## src/rtl/serial_adder_pkg.sv

```systemverilog
`default_nettype none
// ============================================================================
//  Module      : serial_adder_pkg
//  Description : Shared FSM state encoding and WIDTH range limits for the
//                bit-serial adder/subtractor.
//  Revision    : 1.0 - initial release
// ============================================================================
package serial_adder_pkg;

  localparam int C_WIDTH_MIN = 2;
  localparam int C_WIDTH_MAX = 32;

  typedef enum logic [1:0] {
    ST_IDLE = 2'd0,
    ST_RUN  = 2'd1,
    ST_DONE = 2'd2
  } state_e;

  // True when the requested operand width is supported.
  function automatic bit width_ok(input int w);
    return (w >= C_WIDTH_MIN) && (w <= C_WIDTH_MAX);
  endfunction

endpackage
`default_nettype wire

```

## src/rtl/serial_adder_full_adder_slice.sv

```systemverilog
`default_nettype none
// ============================================================================
//  Module      : full_adder_slice
//  Description : Single-bit combinational full adder used as the serial
//                datapath slice.
//  Revision    : 1.0 - initial release
// ============================================================================
module full_adder_slice (
  input  logic a,
  input  logic b,
  input  logic cin,
  output logic s,
  output logic cout
);

  // Sum and majority carry of the three input bits.
  always_comb begin
    s    = a ^ b ^ cin;
    cout = (a & b) | (a & cin) | (b & cin);
  end

endmodule
`default_nettype wire

```

## src/rtl/serial_adder.sv

```systemverilog
`default_nettype none
// ============================================================================
//  Module      : serial_adder
//  Description : Bit-serial two's-complement adder/subtractor. One result bit
//                per clock, LSB first, start/done handshake, registered
//                sum, carry-out and signed-overflow outputs.
//  Revision    : 1.0 - initial release
// ============================================================================
module serial_adder
  import serial_adder_pkg::*;
#(
  parameter int WIDTH = 8
) (
  input  logic             clk,
  input  logic             rst,
  input  logic             start,
  input  logic             sub,
  input  logic [WIDTH-1:0] a,
  input  logic [WIDTH-1:0] b,
  output logic             busy,
  output logic             done,
  output logic [WIDTH-1:0] sum,
  output logic             carry_out,
  output logic             overflow
);

  localparam bit             C_WIDTH_OK = width_ok(WIDTH);
  localparam int             CNT_W      = $clog2(WIDTH);
  localparam logic [CNT_W-1:0] C_LAST   = CNT_W'(WIDTH - 1);

  if (!C_WIDTH_OK) begin : g_bad_width
    $error("serial_adder: WIDTH must lie in 2..32");
  end

  state_e           state_q, state_d;
  logic [WIDTH-1:0] a_sh_q, a_sh_d;
  logic [WIDTH-1:0] b_sh_q, b_sh_d;
  logic [WIDTH-1:0] res_sh_q, res_sh_d;
  logic             carry_q, carry_d;
  logic [CNT_W-1:0] cnt_q, cnt_d;
  logic [WIDTH-1:0] sum_q, sum_d;
  logic             cout_q, cout_d;
  logic             ovf_q, ovf_d;

  logic             w_s;
  logic             w_cout;

  full_adder_slice u_slice (
    .a    (a_sh_q[0]),
    .b    (b_sh_q[0]),
    .cin  (carry_q),
    .s    (w_s),
    .cout (w_cout)
  );

  // Next-state, datapath shifting and result capture.
  always_comb begin
    state_d  = state_q;
    a_sh_d   = a_sh_q;
    b_sh_d   = b_sh_q;
    res_sh_d = res_sh_q;
    carry_d  = carry_q;
    cnt_d    = cnt_q;
    sum_d    = sum_q;
    cout_d   = cout_q;
    ovf_d    = ovf_q;
    case (state_q)
      ST_IDLE, ST_DONE: begin
        if (start) begin
          // Subtraction is a + ~b + 1: invert B and seed the carry with 1.
          a_sh_d  = a;
          b_sh_d  = sub ? ~b : b;
          carry_d = sub;
          cnt_d   = '0;
          state_d = ST_RUN;
        end else if (state_q == ST_DONE) begin
          state_d = ST_IDLE;
        end
      end
      ST_RUN: begin
        carry_d  = w_cout;
        res_sh_d = {w_s, res_sh_q[WIDTH-1:1]};
        a_sh_d   = a_sh_q >> 1;
        b_sh_d   = b_sh_q >> 1;
        cnt_d    = cnt_q + CNT_W'(1);
        if (cnt_q == C_LAST) begin
          // carry_q is the carry into the MSB; XOR with its carry out
          // gives signed overflow.
          sum_d   = {w_s, res_sh_q[WIDTH-1:1]};
          cout_d  = w_cout;
          ovf_d   = carry_q ^ w_cout;
          state_d = ST_DONE;
        end
      end
      default: state_d = ST_IDLE;
    endcase
  end

  // State and datapath registers with synchronous reset.
  always_ff @(posedge clk) begin
    if (rst) begin
      state_q  <= ST_IDLE;
      a_sh_q   <= '0;
      b_sh_q   <= '0;
      res_sh_q <= '0;
      carry_q  <= 1'b0;
      cnt_q    <= '0;
      sum_q    <= '0;
      cout_q   <= 1'b0;
      ovf_q    <= 1'b0;
    end else begin
      state_q  <= state_d;
      a_sh_q   <= a_sh_d;
      b_sh_q   <= b_sh_d;
      res_sh_q <= res_sh_d;
      carry_q  <= carry_d;
      cnt_q    <= cnt_d;
      sum_q    <= sum_d;
      cout_q   <= cout_d;
      ovf_q    <= ovf_d;
    end
  end

  // Status flags decode straight from the state register.
  always_comb begin
    busy      = (state_q == ST_RUN);
    done      = (state_q == ST_DONE);
    sum       = sum_q;
    carry_out = cout_q;
    overflow  = ovf_q;
  end

endmodule
`default_nettype wire

```

## config.mk

```make
export PLATFORM = sky130hd
export DESIGN_NAME = serial_adder
export DESIGN_NICKNAME = d
export VERILOG_FILES = /design/src/rtl/serial_adder_pkg.sv /design/src/rtl/serial_adder_full_adder_slice.sv /design/src/rtl/serial_adder.sv
export SDC_FILE = /design/constraint.sdc
export NUM_CORES = 1
export LEC_CHECK = 0
export CAP_MARGIN = 20
export CORE_MARGIN = 8
export CORE_UTILIZATION = 35
export DETAILED_ROUTE_END_ITERATION = 10
export REMOVE_ABC_BUFFERS = 1
export SYNTH_ARGS = -nofsm -noshare
export SYNTH_HDL_FRONTEND = slang
export SYNTH_SLANG_ARGS = --single-unit
```

## constraint.sdc

```tcl
create_clock -name clk -period 2.8 [get_ports clk]
set_input_delay 0.56 -clock clk [delete_from_list [all_inputs] [get_ports clk]]
set_output_delay 0.56 -clock clk [all_outputs]
set_load 0.01 [all_outputs]
```

# After elaboration in Yosys (flattened, before gate mapping)
# Index checks and enable logic that the tools add are counted.
[word_totals]
register_bits = 40
in_bits = 20
[classes]
addsub = 1
eq_ne = 6
mux = 13
n_bitwise = 9
n_reduce_logical = 6
[ops]
columns = ["operator", "n"]
rows = [
  ["$pmux 8 s2", 2],
  ["$mux 8", 3],
  ["$not 8->8", 1],
  ["$mux 2", 3],
  ["$pmux 3 s2", 1],
  ["$reduce_and 2->1", 3],
  ["$pmux 2 s2", 1],
  ["$add 3x1->3 const B", 1],
  ["$and 1x1->1", 3],
  ["$eq 3x3->1 const B", 1],
  ["$mux 3", 1],
  ["$ne 3x3->1 const B", 1],
  ["$xor 1x1->1", 3],
  ["$eq 2x1->1 const B", 1],
  ["$eq 2x2->1 const B", 1],
  ["$logic_not 2->1", 1],
  ["$ne 2x1->1 const B", 1],
  ["$ne 2x2->1 const B", 1],
  ["$or 1x1->1", 2],
  ["$pmux 1 s2", 1],
  ["$reduce_bool 2->1", 1],
  ["$reduce_or 2->1", 1],
  ["$mux 1", 1],
]

# Depth between registers and ports, before layout
# Gate-level depths: netlist of run 1.
[logic_depth]
depth_word = 4
depth_mapped = 6

# By module
# Synthesis of run 1 repeated with hierarchy kept, for this count alone.
[hier_totals]
hier_cells = 186
area_unflattened_um2 = 1626.6
[modules_own_cells]
columns = ["mod", "instances", "cells_each", "area_per_inst_um2"]
rows = [
  ["serial_adder", 1, 185, 1606.5],
  ["full_adder_slice", 1, 1, 20.0],
]

# Worst setup path before layout of run 1
# No wires, ideal clock.
[synth_timing]
kind = "register to output"
start = "register state_q[1]"
end = "output busy"
t_arrival_ns = 0.733
t_required_ns = 2.240
slack_ns = 1.507
path_stages_with_launch = 4
n_path_buf = 1
path_cell_list = "dfxtp_1 nand2b_2 inv_4 buf_4"
[synth_via]
elab_chain_len = 1
[synth_lines]
columns = ["element", "line", "source"]
rows = [
  ["start, declared", "serial_adder.sv:35", "state_e state_q, state_d;"],
  ["start signal, assigned", "serial_adder.sv:112", "state_q <= state_d;"],
  ["$eq 2x1->1", "serial_adder.sv:126", "busy = (state_q == ST_RUN);"],
  ["end, declared", "serial_adder.sv:20", "output logic busy,"],
]
# Every way passes these cells.

# Final worst setup path of run 1
# Same ends and word-level chain as after synthesis.

==> reports/results.ini, run 1 <==
[run]
maxCapViolations = 0

[place]
globalplace.congestion = 0.754
place_ws_ns = 0.830
hpwl_um = 2150
io_buffers = 31
dp_cells = 259

[sta]
finalSetupViolCount = 0
slew_violations = 0
skew_ns = 0.00361
period_minus_slack_ns = 2.20
setup_ws_ns = 0.597
hold_violations = 0
worst-slew-pin-transition_ns = 0.773
rsz0062_at_grt = false
tns_ns = 0
timing.final.crit_share_pct = 78.7
slew_headroom_pct = 48.5
clock.fmax_ghz = 0.454

[clocking]
clockBufferDepth = 2
hold_buffers = 0
clock_sinks = 39
cts_buffers = 5
postCtsSetupRepairBufs = 0
insertion_delay_ns = 0.29
post_cts_resized = 0
clk_pin_slew_ns = 0.07
cts_tree = done
clock-root-buffer = clkbuf_8
cts_htree_levels = 2

[setup_path]
end_kind = output pin
cp.arrival_ns = 1.64
crit_type = flip-flop to output pin
worstPathMaxFanout = 26
r2r_cells = 3
r2r_slack_ns = 1.34
endpoint = busy
worstReg2RegEnd = a_sh_q[5]
reg2reg_from = state_q[0]
worstSetupStartpoint = state_q[1]
critical_path_required_ns = 2.24
crit_path_start_kind = flip-flop

[global_routing]
grt_pass1_wl_um = 5880
grt_pass1_vias = 1343
grt-ovfl-total = 0
grt_max_degree = 40
antenna_found_initial = 0
grtUsageTotal_pct = 10.1

[power_and_ir_drop]
peakVddDrop_uv = 190
power.density_nw_per_um2 = 536
p_total_mw = 1.07
p_leak_nw = 0.687

[floorplan]
start_util_pct = 35.4
die_area_um2 = 7080
ios = 32
rows = 25
die_h_um = 84.2
coreArea_um2 = 4600
die_width_um = 84.2

[synth]
yosysTopAreaCellShare_pct = 48.0
ys_seq_area_share_pct = 48.0
synthCells = 186
synth.most_common_cell = dfxtp_1
ys_types = 22
synth_warnings = 0
synth_common_cells = dfxtp_1 (39), a21oi_1 (36), nand2_1 (36)
synth-edff-count = 0
async_flop_share_pct = 0
synth-main-ff-cell = dfxtp_1
synth_area_um2 = 1630
netlist_top_cells_area = dfxtp_1 (48%), a21oi_1 (11%), nand2_1 (8.3%)
yosys_register_bits = 39
synth_area_leader_cell = dfxtp_1
synth.avg_cell_area_um2 = 8.74

[route]
routed_wl_um = 3390
vias = 1332
dr.first_iter.drc_count = 91
antenna_left = 0
firstDrtPassIters = 4
viasPerCell = 5.03
route.detailed.drc = 0
wl_per_cell_um = 12.8

[finish]
diodes = 0
fin_cells = 265
syn2layout_area_growth_pct = 22.2
fin_nets = 235
layout-drive-gt1-share_pct = 4.74

[hold_path]
holdPathStages = 2
hold_class = flip-flop to flip-flop

[run_status]
status = finished, final reports clean

## critical path: stages (launching register included)
cell and delay (ns):
dfxtp_1 0.32, nand2b_2 0.20, inv_4 0.23, clkdlybuf4s50_1 0.60
## cell type report
cell class	instances	area [um^2]
well taps	54	67.6
multi-input cells	131	728
flip-flops and latches	39	781
inverters	1	6.26
fillers	478	2610
clock buffers	6	72.6
repair buffers	34	333
## report_power, final
| group | switching (mW) | internal, mW | leakage, nW |
|---|---|---|---|
| Combinational | 0.0692 | 0.0595 | 0.332 |
| Sequential | 0.0142 | 0.577 | 0.317 |
| Clock | 0.180 | 0.166 | 0.0371 |
| Total | 0.263 | 0.803 | 0.687 |
## stage by stage
| step | area [um^2] | hold slack, ns | utilization (%) |
|---|---|---|---|
| floorplan | 1520 | 0.426 | - |
| global placement | 1920 | 0.442 | 41.7 |
| detailed placement | 1920 | 0.446 | 41.7 |
| CTS | 1990 | 0.455 | 43.2 |
| global route | 1990 | 0.475 | 43.2 |
| finish | 1990 | 0.452 | 43.2 |
## routing by layer
| layer | track usage (%) | up-vias | part of all wire, % |
|---|---|---|---|
| li1 | - | 688 | - |
| met1 | 11.1 | 610 | 46 |
| met2 | 16.2 | 27 | 46 |
| met3 | 4.84 | 7 | 5.7 |
| met4 | 4.24 | 0 | 1.7 |
| met5 | 0 | - | 0 |
## worst min path at each step
stage,from,to,slack (ns)
after floorplan,res_sh_q[1],sum[0],0.43
after global placement,res_sh_q[1],sum[0],0.44
after detailed placement,sum[2],sum[2],0.45
after CTS,sum[2],sum[2],0.46
after global routing,res_sh_q[1],res_sh_q[1],0.47
final,sum[2],sum[2],0.45
## cells in the final DEF, fill, tap and decap left out
| cell | count |
|---|---|
| dfxtp_1 | 39 |
| a21oi_1 | 36 |
| nand2_1 | 36 |
| clkdlybuf4s50_1 | 31 |
| nand3_1 | 20 |
| a22oi_1 | 15 |
| xor2_1 | 8 |
| clkbuf_8 | 5 |
| nor2_1 | 3 |
| buf_4 | 3 |
| nor2b_1 | 2 |
| nand2b_1 | 2 |
| ha_1 | 2 |
| nand2b_2 | 1 |
| inv_4 | 1 |
| o21a_1 | 1 |
| and3b_1 | 1 |
| nand3b_1 | 1 |
| xnor2_1 | 1 |
| a211oi_1 | 1 |
| fa_1 | 1 |
| clkbuf_1 | 1 |
## flip-flops by register name, indices dropped and copies added, names as in the netlist
name,flops
res_sh_q,7
overflow,1
sum,8
cnt_q,3
carry_out,1
state_q,2
a_sh_q,8
b_sh_q,8
carry_q,1
## kinds of logic after synthesis
kind of cell    Yosys count  share of synthesized area (%)
fa+ha+maj                 3                           2.77
buf+inv                  16                           7.23
xor+xnor                  9                           4.85
compound gates           53                           18.9
simple gates             66                           18.2
flops                    39                           48.0
No activity file was read; power rests on OpenSTA's default activity.
==> run 2, diff against run 1 <==
clock period = 2.2 ns   (was 2.8 ns; I/O delays follow)
==> run 2 against run 1 <==
- sequential cell count is the same
- clock power grew 30%
- sequential power grew 27%
- combinational power grew 32%
- clock-buffer cell count grew 1
- global-route usage grew 0.20 points
- routed wire length grew 3.7%
- critical path depth is the same
- non-clock buffer count grew 2
- critical endpoint unchanged
- design area grew 1.2%
- critical path type unchanged
- first-iteration DRC count shrank 7.7%
==> reports/results.ini, run 2 (synthesized netlist as in run 1, its figures left out) <==
[run_status]
status = finished, final reports clean

[finish]
syn2layout_area_growth_pct = 23.7
fillers = 464  ; -2.9%
final_util_pct = 43.8  ; +0.52 points
register_area_um2 = 781  ; unchanged
final_area_um2 = 2010  ; +1.2%
mostFrequentLayoutCells = dfxtp_1 (39), a21oi_1 (36), nand2_1 (36)
fin_nets = 237  ; +0.85%
multiInputGateArea_um2 = 728  ; unchanged
layout_commonest_cell = dfxtp_1
fin_cells = 269  ; +1.5%
diodes = 0  ; unchanged
layout-drive-gt1-share_pct = 6.05  ; +1.3 points

[sta]
period_minus_slack_ns = 1.84
clock.fmax_ghz = 0.545
rsz0062_at_grt = false
tns_ns = 0  ; unchanged
slew_headroom_pct = 68.2  ; +20 points
slew_violations = 0  ; unchanged
skew_ns = 0.00669  ; +0.00309 ns
timing.final.crit_share_pct = 83.4
hold_violations = 0  ; unchanged
finalSetupViolCount = 0  ; unchanged
worst-slew-pin-transition_ns = 0.475  ; -0.298 ns

[global_routing]
grt-ovfl-total = 0  ; unchanged
antenna_found_initial = 0  ; unchanged
grt_max_degree = 40  ; unchanged
grt_pass1_wl_um = 6060  ; +3.1%
grtUsageTotal_pct = 10.3  ; +0.20 points
grt_pass1_vias = 1334  ; -0.67%

[place]
hpwl_um = 2240  ; +4.3%
placement.cell_area_um2 = 1930  ; +0.78%
io_buffers = 31  ; unchanged
dp_cells = 261  ; +0.77%
globalplace.congestion = 0.713  ; -5.5%

[floorplan]
start_util_pct = 35.4  ; unchanged
die_h_um = 84.2  ; unchanged
ios = 32  ; unchanged
die_area_um2 = 7080  ; unchanged
rows = 25  ; unchanged
die_width_um = 84.2  ; unchanged
coreArea_um2 = 4600  ; unchanged

[setup_path]
r2r_slack_ns = 0.73  ; -0.61 ns
cp_slowest_cell = clkdlybuf4s50_1
reg2reg_from = cnt_q[0]
critical_path_required_ns = 1.76  ; -0.48 ns
path_cells = nand2b_2 > inv_4 > clkdlybuf4s50_1
slowest_delay_ns = 0.53  ; -0.07 ns
cp.depth = 3  ; unchanged
end_kind = output pin
cp.arrival_ns = 1.40  ; -0.24 ns
crit_path_start_kind = flip-flop
worstReg2RegEnd = overflow
worstPathMaxFanout = 4  ; -85%
crit_type = flip-flop to output pin
r2r_cells = 5  ; +2
cp.buffers_inverters = 2  ; unchanged
endpoint = busy
worstSetupStartpoint = state_q[1]
critPathTopFamily = buffers and inverters

[route]
wl_per_cell_um = 13.1  ; +2.2%
antenna_left = 0  ; unchanged
firstDrtPassIters = 4  ; unchanged
dr.first_iter.drc_count = 84  ; -7.7%
vias = 1349  ; +1.3%
routed_wl_um = 3520  ; +3.7%
viasPerCell = 5.01  ; -0.23%
route.detailed.drc = 0  ; unchanged

[clocking]
cts_tree = done
insertion_delay_ns = 0.28  ; about the same
cts_htree_levels = 2  ; unchanged
hold_buffers = 0  ; unchanged
clock_sinks = 39  ; unchanged
clockBufferDepth = 2  ; unchanged
post_cts_resized = 0  ; unchanged
clk_pin_slew_ns = 0.07  ; about the same
clock-root-buffer = clkbuf_8
postCtsSetupRepairBufs = 0  ; unchanged
cts_buffers = 5  ; unchanged

[hold_path]
hold_class = flip-flop to flip-flop

[power_and_ir_drop]
p_total_mw = 1.37  ; +29%
power.density_nw_per_um2 = 682  ; +27%
p_leak_nw = 0.702  ; +2.2%
peakVddDrop_uv = 351  ; +85%

[run]
maxCapViolations = 0  ; unchanged

## run 2: worst min-delay path by stage
stage                     slack [ns]        start  cells after the start  endpoint
after floorplan                 0.43  res_sh_q[1]                      2    sum[0]
after global placement          0.44       sum[4]                      2    sum[4]
after detailed placement        0.45       sum[6]                      2    sum[6]
after CTS                       0.46       sum[6]                      2    sum[6]
after global routing            0.49       sum[5]                      2    sum[5]
final                           0.45       sum[1]                      2    sum[1]
## run 2: cell type report
| cell class | count | area share [%] |
|---|---|---|
| Clock inverter | 1 | 0.249 |
| Sequential cell | 39 | 38.8 |
| Clock buffer | 7 | 3.79 |
| Multi-Input combinational cell | 131 | 36.2 |
| Timing Repair Buffer | 36 | 17.3 |
| Inverter | 1 | 0.311 |
| Tap cell | 54 | 3.36 |
## run 2: where the power goes
part | total [mW] | internal [mW] | switching (mW)
combinational | 0.170 | 0.0795 | 0.0906
sequential | 0.753 | 0.735 | 0.0179
clock | 0.450 | 0.222 | 0.228
## run 2: worst reg2reg max path, delay by kind of cell (launching register included)
kind                     cells  cell delay, ns
adder cells (fa/ha/maj)      2            0.34
flip-flops                   1            0.35
AND/OR/NAND/NOR              2            0.50
AO/OA/AOI/OAI                1            0.20
## run 2: per-stage QoR
stage | setup WS, ns | hold WS [ns]
6_report | 0.365 | 0.453
5_1_grt | 0.268 | 0.487
4_1_cts | 0.341 | 0.457
3_5_place_dp | 0.433 | 0.446
3_3_place_gp | 0.469 | 0.442
2_1_floorplan | 0.809 | 0.426
## run 2: per-layer routing
layer | vias to the layer above | wire [um] | global-route usage, %
met3 | 4 | 206 | 4.94
li1 | 696 | - | -
met4 | 0 | 43 | 3.77
met5 | - | 0 | 0
met1 | 619 | 1620 | 11.0
met2 | 30 | 1650 | 17.1
